`src/rtl/mem_port_arbiter_if.sv`:
```
// mem_port_arbiter_if: groups the fetch, load/store and memory-side signals
// of the memory port arbiter.
//   slave  modport: arbiter view (takes requests and mem_rdata, drives grants,
//                   read returns and the memory address/write pins)
//   master modport: pipeline/memory view (the opposite directions)
`ifndef ISIZE
`define ISIZE 16
`endif
`ifndef DSIZE
`define DSIZE 16
`endif

interface mem_port_arbiter_if #(
    parameter int AW = `ISIZE,
    parameter int DW = `DSIZE
);
    logic          i_req;
    logic [AW-1:0] i_addr;
    logic          i_gnt;
    logic          i_rvalid;
    logic [DW-1:0] i_rdata;

    logic          d_req;
    logic          d_we;
    logic [AW-1:0] d_addr;
    logic [DW-1:0] d_wdata;
    logic          d_gnt;
    logic          d_rvalid;
    logic [DW-1:0] d_rdata;

    logic [AW-1:0] mem_addr;
    logic          mem_wen;
    logic [DW-1:0] mem_wdata;
    logic [DW-1:0] mem_rdata;

    modport slave (
        input  i_req, i_addr,
        output i_gnt, i_rvalid, i_rdata,
        input  d_req, d_we, d_addr, d_wdata,
        output d_gnt, d_rvalid, d_rdata,
        output mem_addr, mem_wen, mem_wdata,
        input  mem_rdata
    );

    modport master (
        output i_req, i_addr,
        input  i_gnt, i_rvalid, i_rdata,
        output d_req, d_we, d_addr, d_wdata,
        input  d_gnt, d_rvalid, d_rdata,
        input  mem_addr, mem_wen, mem_wdata,
        output mem_rdata
    );
endinterface

```
`src/rtl/mem_port_arbiter.sv`:
```
// mem_port_arbiter: shares one single-port memory between instruction fetch
// (I) and load/store (D). One grant per cycle; D wins contention until fetch
// has been denied STARVE_MAX consecutive cycles. Read data returns one cycle
// after the grant, qualified by the owner's rvalid.
// Ports:
//   clk  rising-edge clock
//   rst  asynchronous active-high reset
//   bus  mem_port_arbiter_if.slave (requests, grants, read returns, memory pins)
`ifndef ISIZE
`define ISIZE 16
`endif
`ifndef DSIZE
`define DSIZE 16
`endif

module mem_port_arbiter #(
    parameter int AW         = `ISIZE,
    parameter int DW         = `DSIZE,
    parameter int STARVE_MAX = 3
) (
    input  logic               clk,
    input  logic               rst,
    mem_port_arbiter_if.slave  bus
);
    typedef enum logic [1:0] {
        OWN_NONE = 2'd0,
        OWN_I    = 2'd1,
        OWN_D    = 2'd2
    } owner_t;

    localparam logic [3:0] STARVE_LIM = 4'(STARVE_MAX);

    owner_t        owner, owner_next;
    logic [3:0]    starve_cnt, starve_next;
    logic          grant_i, grant_d;
    logic [AW-1:0] addr_sel;
    logic          wen_sel;
    logic [DW-1:0] wdata_sel;

    always_ff @(posedge clk or posedge rst) begin
        if (rst) begin
            owner      <= OWN_NONE;
            starve_cnt <= '0;
        end else begin
            owner      <= owner_next;
            starve_cnt <= starve_next;
        end
    end

    always_comb begin
        grant_i     = 1'b0;
        grant_d     = 1'b0;
        owner_next  = OWN_NONE;
        starve_next = '0;
        addr_sel    = '0;
        wen_sel     = 1'b0;
        wdata_sel   = '0;

        // Nothing is granted while in reset, which also keeps mem_wen low.
        if (!rst) begin
            if (bus.i_req && (!bus.d_req || starve_cnt >= STARVE_LIM))
                grant_i = 1'b1;
            else if (bus.d_req)
                grant_d = 1'b1;
        end

        if (grant_i) begin
            owner_next = OWN_I;
            addr_sel   = bus.i_addr;
        end else if (grant_d) begin
            owner_next = bus.d_we ? OWN_NONE : OWN_D;
            addr_sel   = bus.d_addr;
            wen_sel    = bus.d_we;
            wdata_sel  = bus.d_wdata;
            // Fetch only loses when D wins with the count below the limit,
            // so the increment can never pass STARVE_MAX.
            if (bus.i_req)
                starve_next = starve_cnt + 4'd1;
        end
    end

    assign bus.i_gnt     = grant_i;
    assign bus.d_gnt     = grant_d;
    assign bus.mem_addr  = addr_sel;
    assign bus.mem_wen   = wen_sel;
    assign bus.mem_wdata = wdata_sel;

    assign bus.i_rvalid  = (owner == OWN_I);
    assign bus.d_rvalid  = (owner == OWN_D);
    assign bus.i_rdata   = bus.mem_rdata;
    assign bus.d_rdata   = bus.mem_rdata;
endmodule

```
`src/flat_wrapper.sv`:
```
// flat-port wrapper written by rule: the top's interface ports become plain ports
module mem_port_arbiter_flat 
#(
    parameter int AW         = `ISIZE,
    parameter int DW         = `DSIZE,
    parameter int STARVE_MAX = 3
)
  (clk, rst, bus_i_req, bus_i_addr, bus_i_gnt, bus_i_rvalid, bus_i_rdata, bus_d_req, bus_d_we, bus_d_addr, bus_d_wdata, bus_d_gnt, bus_d_rvalid, bus_d_rdata, bus_mem_addr, bus_mem_wen, bus_mem_wdata, bus_mem_rdata);
  mem_port_arbiter_if #(.AW(AW), .DW(DW)) bus_i ();
  input  logic clk;
  input  logic rst;
  input wire logic [$bits(bus_i.i_req)-1:0] bus_i_req;
  input wire logic [$bits(bus_i.i_addr)-1:0] bus_i_addr;
  output wire logic [$bits(bus_i.i_gnt)-1:0] bus_i_gnt;
  output wire logic [$bits(bus_i.i_rvalid)-1:0] bus_i_rvalid;
  output wire logic [$bits(bus_i.i_rdata)-1:0] bus_i_rdata;
  input wire logic [$bits(bus_i.d_req)-1:0] bus_d_req;
  input wire logic [$bits(bus_i.d_we)-1:0] bus_d_we;
  input wire logic [$bits(bus_i.d_addr)-1:0] bus_d_addr;
  input wire logic [$bits(bus_i.d_wdata)-1:0] bus_d_wdata;
  output wire logic [$bits(bus_i.d_gnt)-1:0] bus_d_gnt;
  output wire logic [$bits(bus_i.d_rvalid)-1:0] bus_d_rvalid;
  output wire logic [$bits(bus_i.d_rdata)-1:0] bus_d_rdata;
  output wire logic [$bits(bus_i.mem_addr)-1:0] bus_mem_addr;
  output wire logic [$bits(bus_i.mem_wen)-1:0] bus_mem_wen;
  output wire logic [$bits(bus_i.mem_wdata)-1:0] bus_mem_wdata;
  input wire logic [$bits(bus_i.mem_rdata)-1:0] bus_mem_rdata;
  assign bus_i.i_req = bus_i_req;
  assign bus_i.i_addr = bus_i_addr;
  assign bus_i_gnt = bus_i.i_gnt;
  assign bus_i_rvalid = bus_i.i_rvalid;
  assign bus_i_rdata = bus_i.i_rdata;
  assign bus_i.d_req = bus_d_req;
  assign bus_i.d_we = bus_d_we;
  assign bus_i.d_addr = bus_d_addr;
  assign bus_i.d_wdata = bus_d_wdata;
  assign bus_d_gnt = bus_i.d_gnt;
  assign bus_d_rvalid = bus_i.d_rvalid;
  assign bus_d_rdata = bus_i.d_rdata;
  assign bus_mem_addr = bus_i.mem_addr;
  assign bus_mem_wen = bus_i.mem_wen;
  assign bus_mem_wdata = bus_i.mem_wdata;
  assign bus_i.mem_rdata = bus_mem_rdata;
  mem_port_arbiter #(.AW(AW), .DW(DW), .STARVE_MAX(STARVE_MAX)) u_core (.clk(clk), .rst(rst), .bus(bus_i));
endmodule
```
`config.mk`:
```
export PLATFORM = sky130hd
export DESIGN_NAME = mem_port_arbiter_flat
export DESIGN_NICKNAME = d
export VERILOG_FILES = /design/src/rtl/mem_port_arbiter_if.sv /design/src/rtl/mem_port_arbiter.sv /design/src/flat_wrapper.sv
export SDC_FILE = /design/constraint.sdc
export NUM_CORES = 1
export LEC_CHECK = 0
export BUFFER_PORTS_ARGS = -buffer_cell sky130_fd_sc_hd__buf_2
export CORE_ASPECT_RATIO = 0.75
export CORE_MARGIN = 8
export CORE_UTILIZATION = 35
export CTS_CLUSTER_DIAMETER = 100
export DETAILED_ROUTE_END_ITERATION = 7
export PLACE_DENSITY_LB_ADDON = 0.12
export SYNTH_ARGS = -nofsm -noshare
export SYNTH_HDL_FRONTEND = slang
export SYNTH_SLANG_ARGS = --single-unit
```
`constraint.sdc`:
```
create_clock -name clk -period 5.36 [get_ports clk]
set_clock_uncertainty 0.2 [all_clocks]
set_input_delay 1.072 -clock clk [delete_from_list [all_inputs] [get_ports clk]]
set_output_delay 1.072 -clock clk [all_outputs]
set_load 0.01 [all_outputs]
```
After elaboration in Yosys (flattened, before gate mapping) --
Index checks and enable logic that the tools add are counted.
Storage, ports and cells: register bits 6, input port bits 69, output and inout port bits 69, word-level logic and storage cells 26
Operators by class: $add $sub $neg 1, magnitude comparators 1, eq/ne operators 2, mux-type cells 17, reductions and logical operators 3
Operator list (count):
- 16-bit 2-to-1 mux | 4
- 4-bit 2-to-1 mux | 3
- 1-bit 2-to-1 mux | 7
- 2-bit 2-to-1 mux | 3
- 4-bit by 1-bit adder with 4-bit output, second input constant | 1
- 4-bit by 2-bit >= comparator with 1-bit output, second input constant | 1
- 2-bit by 1-bit equality test with 1-bit output, second input constant | 1
- 2-bit equality test, second input constant | 1
- 1-bit logical AND | 1
- 1-bit zero test | 1
- 1-bit logical OR | 1

Logic depth before layout (Yosys ltp) --
word-level depth 7, depth in mapped cells 5

Worst setup path before layout --
OpenSTA, ideal clock, no wires.
kind in2out, start input rst, end output bus_mem_addr[10], arrival 1869 ps, path slack 2219 ps, cell stages on the path 4, buffers on the path 2, cells stage by stage nand2b_1 buf_2 buf_6 o32ai_1
Between the ends: word-level cells in the longest chain between the ends 3, elaborated cells between the ends (all ways) 4
RTL lines:
- start: declaration | RTL line flat_wrapper.sv:11 | input logic rst;
- 1-bit 2-to-1 mux | RTL line mem_port_arbiter.sv:60 | if (!rst) begin
- 16-bit 2-to-1 mux | RTL line mem_port_arbiter.sv:70 | end else if (grant_d) begin
- 16-bit 2-to-1 mux * | RTL line mem_port_arbiter.sv:67 | if (grant_i) begin
- end: declaration | RTL line flat_wrapper.sv:24 | output wire logic [$bits(bus_i.mem_addr)-1:0] bus_mem_addr;
Every way passes the cells marked *; elsewhere a longest branch is shown, timed or not.

Worst setup path in the final report --
start input bus_d_req, end output bus_mem_wdata[0]
Between the ends: word-level cells in the longest chain between the ends 7, elaborated cells between the ends (all ways) 10
RTL lines:
- start: declaration | RTL line flat_wrapper.sv:17 | input wire logic [$bits(bus_i.d_req)-1:0] bus_d_req;
- 1-bit zero test | RTL line mem_port_arbiter.sv:61 | if (bus.i_req && (!bus.d_req || starve_cnt >= STARVE_LIM))
- 1-bit logical OR | RTL line mem_port_arbiter.sv:61
- 1-bit logical AND | RTL line mem_port_arbiter.sv:61
- 1-bit 2-to-1 mux | RTL line mem_port_arbiter.sv:61
- 1-bit 2-to-1 mux | RTL line mem_port_arbiter.sv:60
- 16-bit 2-to-1 mux | RTL line mem_port_arbiter.sv:70
- 16-bit 2-to-1 mux * | RTL line mem_port_arbiter.sv:67
- end: declaration | RTL line flat_wrapper.sv:26 | output wire logic [$bits(bus_i.mem_wdata)-1:0] bus_mem_wdata;
Marks and branches as above.

==> out/metrics.cfg <==
[sta]
final_max_slew_viol_count = 0
fin_crit_sh = 0.705
setup_viol = 0
hold_viol = 0
fmax_mhz = 265
rsz0062_at_grt = false
tightest_slew_ns = 0.999
slew_headroom = 0.334
fin_crit_ns = 3.78
fin_setup_tns_ns = 0

[yosys]
synth-xor-area-share = 0
synth.distinct_cells = 21
synthTopCellsByArea = buf_4 22%, dfrtp_1 14%, o32ai_1 13%
synthSimpleGateAreaFrac = 0.356
synthesis.area_sq_um = 1100
synth-compound-area-share = 0.135
synth_common_cells = 33 x buf_4, 17 x inv_1, 16 x nand3b_1, 16 x o32ai_1, 11 x nor3b_2
synth_top_area_share = 0.224
async_reset_ff_frac = 1.00
synth_seq_cells = 6
avgSynthCellArea_sq_um = 8.49
synth_edf_count = 0
synthMuxAreaShare = 0
synth_top_area_cell = buf_4
ys.flop_type = dfrtp_1
synth_top_family_by_area = buffers and inverters
synthCells = 130
synthAdderAreaFrac = 0.0113
seq_area_frac_synth = 0.136
yosys_warnings = 0
yosysMostFrequentCell = buf_4

[clocking]
clk_path_buf_depth = 2
cts-root-buf = clkbuf_8
ctsHoldBuffers = 0
cts.clk_slew.worst_paths_ns = 0.03
cts_tree = yes
clk_latency_ns = 0.22
cts_made_buffers = 3
cts_resized = 0
cts_htree_levels = 1
cts.repair_timing.setup_buffer_count = 0
cts.sinks = 6

[placed_design]
routabilityCongestion = 0.786
io_buffer_count = 89
dpl.cell_count = 215
place_hpwl_um = 2820
dpl-instance-area_sq_um = 1280

[floorplan]
start_util = 0.371
die_h_um = 64.6
io_pins = 138
rows = 17
fp.dieW_um = 80.8
dieArea_sq_um = 5220
coreArea_sq_um = 2980

[finish]
finalNonFillerCells = 218
antenna_cells = 0
area_delta_synth_final_pct = 19.4
fin_area_sq_um = 1320
final_nets = 252
layout-drive-gt1-share = 0.594

[worst_hold_path]
hp-start = u_core.starve_cnt[0]$_DFF_PP0_
hold_depth = 1
hold_class = reg2reg
min_to = u_core.starve_cnt[0]$_DFF_PP0_

[global_route]
globalRouteTotalUtil = 0.121
grt_overflow_total = 0
grt_pass1_vias = 1049
antenna_found_initial = 0
grt_max_degree = 22
grt_pass1_wl_um = 5260

[power]
swShare = 0.313
p_int_mw = 0.133
pwr-share-clk = 0.345
power_frac_comb = 0.404
ir_drop_mv = 0.191
pwr-share-seq = 0.251
p_leak_nw = 0.718
power_mw = 0.194
p_switching_mw = 0.0607
power.density_nw_per_um2 = 147

[routing]
drt-pass1-iter-count = 4
finalWirelength_um = 3460
vias_per_cell = 4.84
ant_nets = 0
vias = 1056
dr.first_iter.drc_count = 24
wl_per_cell_um = 15.9
drc = 0

[setup_path]
rrSetupSlack_ns = 3.32
crit_type = in2out
critPathLaunchType = input pin
rr_worst_depth = 4
crit_arrival_ns = 2.50
end_kind = output pin
worstReg2RegStart = u_core.starve_cnt[0]$_DFF_PP0_
reg2reg_to = u_core.starve_cnt[0]$_DFF_PP0_
crit_fanout = 21
crit_required_ns = 4.09

[outcome]
status = complete, no violations

[flow_run]
max_cap_viol_count = 0

[layer usage]
metal / vias up / part of all wire / global-route usage
met3: 14 / 0.10 / 0.0386
met5: - / 0 / 0
li1: 517 / - / -
met4: 0 / 0.015 / 0.0400
met1: 487 / 0.34 / 0.125
met2: 38 / 0.54 / 0.224
[worst max-delay path: stages]
cell and delay [ns]:
buf_2 0.27, nand2b_1 0.57, nor3b_1 0.39, buf_2 0.19
[area by class of cell]
class	instances	area, sq um
Inverter	17	63.8
Tap cell	38	47.5
Sequential cell	6	150
Timing Repair Buffer	90	453
Fill cell	322	1660
Multi-Input combinational cell	64	562
Clock buffer	3	41.3
[metrics by stage]
step | setup WS, ns | utilization | hold slack (ns)
after global routing | 1.42 | 0.442 | 0.288
after detailed placement | 1.57 | 0.429 | 0.257
after CTS | 1.57 | 0.442 | 0.262
final | 1.58 | 0.442 | 0.258
after floorplan | 2.22 | - | 0.232
after global placement | 1.60 | 0.429 | 0.245
[power by group through the flow]
stage                     sequential (mW)  clock [mW]  combinational (mW)
after floorplan                    0.0489           0              0.0716
after global placement             0.0491           0              0.0780
after detailed placement           0.0491           0              0.0786
after CTS                          0.0486      0.0697              0.0789
after global routing               0.0487      0.0734              0.0856
final                              0.0486      0.0669              0.0781
[sequential cells by signal, indices dropped and copies added (netlist names)]
| register | count |
|---|---|
| u_core.owner | 2 |
| u_core.starve_cnt | 4 |
[cells in the final DEF, fill, tap and decap left out]
cell      synthesis  routed
inv_1            17      17
o32ai_1          16      16
nor2b_1           2       2
conb_1            1       2
nor3b_1           6       6
nand2b_1          2       2
ha_1              1       1
buf_4            33       1
buf_2             4      89
nand2_1           1       1
dfrtp_1           6       6
nor4b_2           1       1
nor4b_4           1       1
clkbuf_8          0       3
nor3_2            1       1
nor3_1            1       1
o31a_1            1       1
nor3b_2          11      11
nor2_1            2       2
nand3b_1         16      16
[cell families after synthesis]
kind of cell    after synthesis
compound gates               17
fa+ha+maj                     1
buf+inv                      61
flops                         6
other cells                   1
simple gates                 44
[worst max-delay path by stage]
stage / from / to / slack (ns) / cells after the start
final: bus_d_req / bus_mem_wdata[0] / 1.58 / 4
after floorplan: rst / bus_mem_addr[10] / 2.22 / 4
after detailed placement: bus_d_req / bus_mem_wdata[0] / 1.57 / 4
after global routing: bus_d_req / bus_mem_wdata[0] / 1.42 / 4
after CTS: bus_d_req / bus_mem_wdata[0] / 1.57 / 4
after global placement: bus_d_req / bus_mem_addr[15] / 1.60 / 4
(Power assumes the default switching activity.)
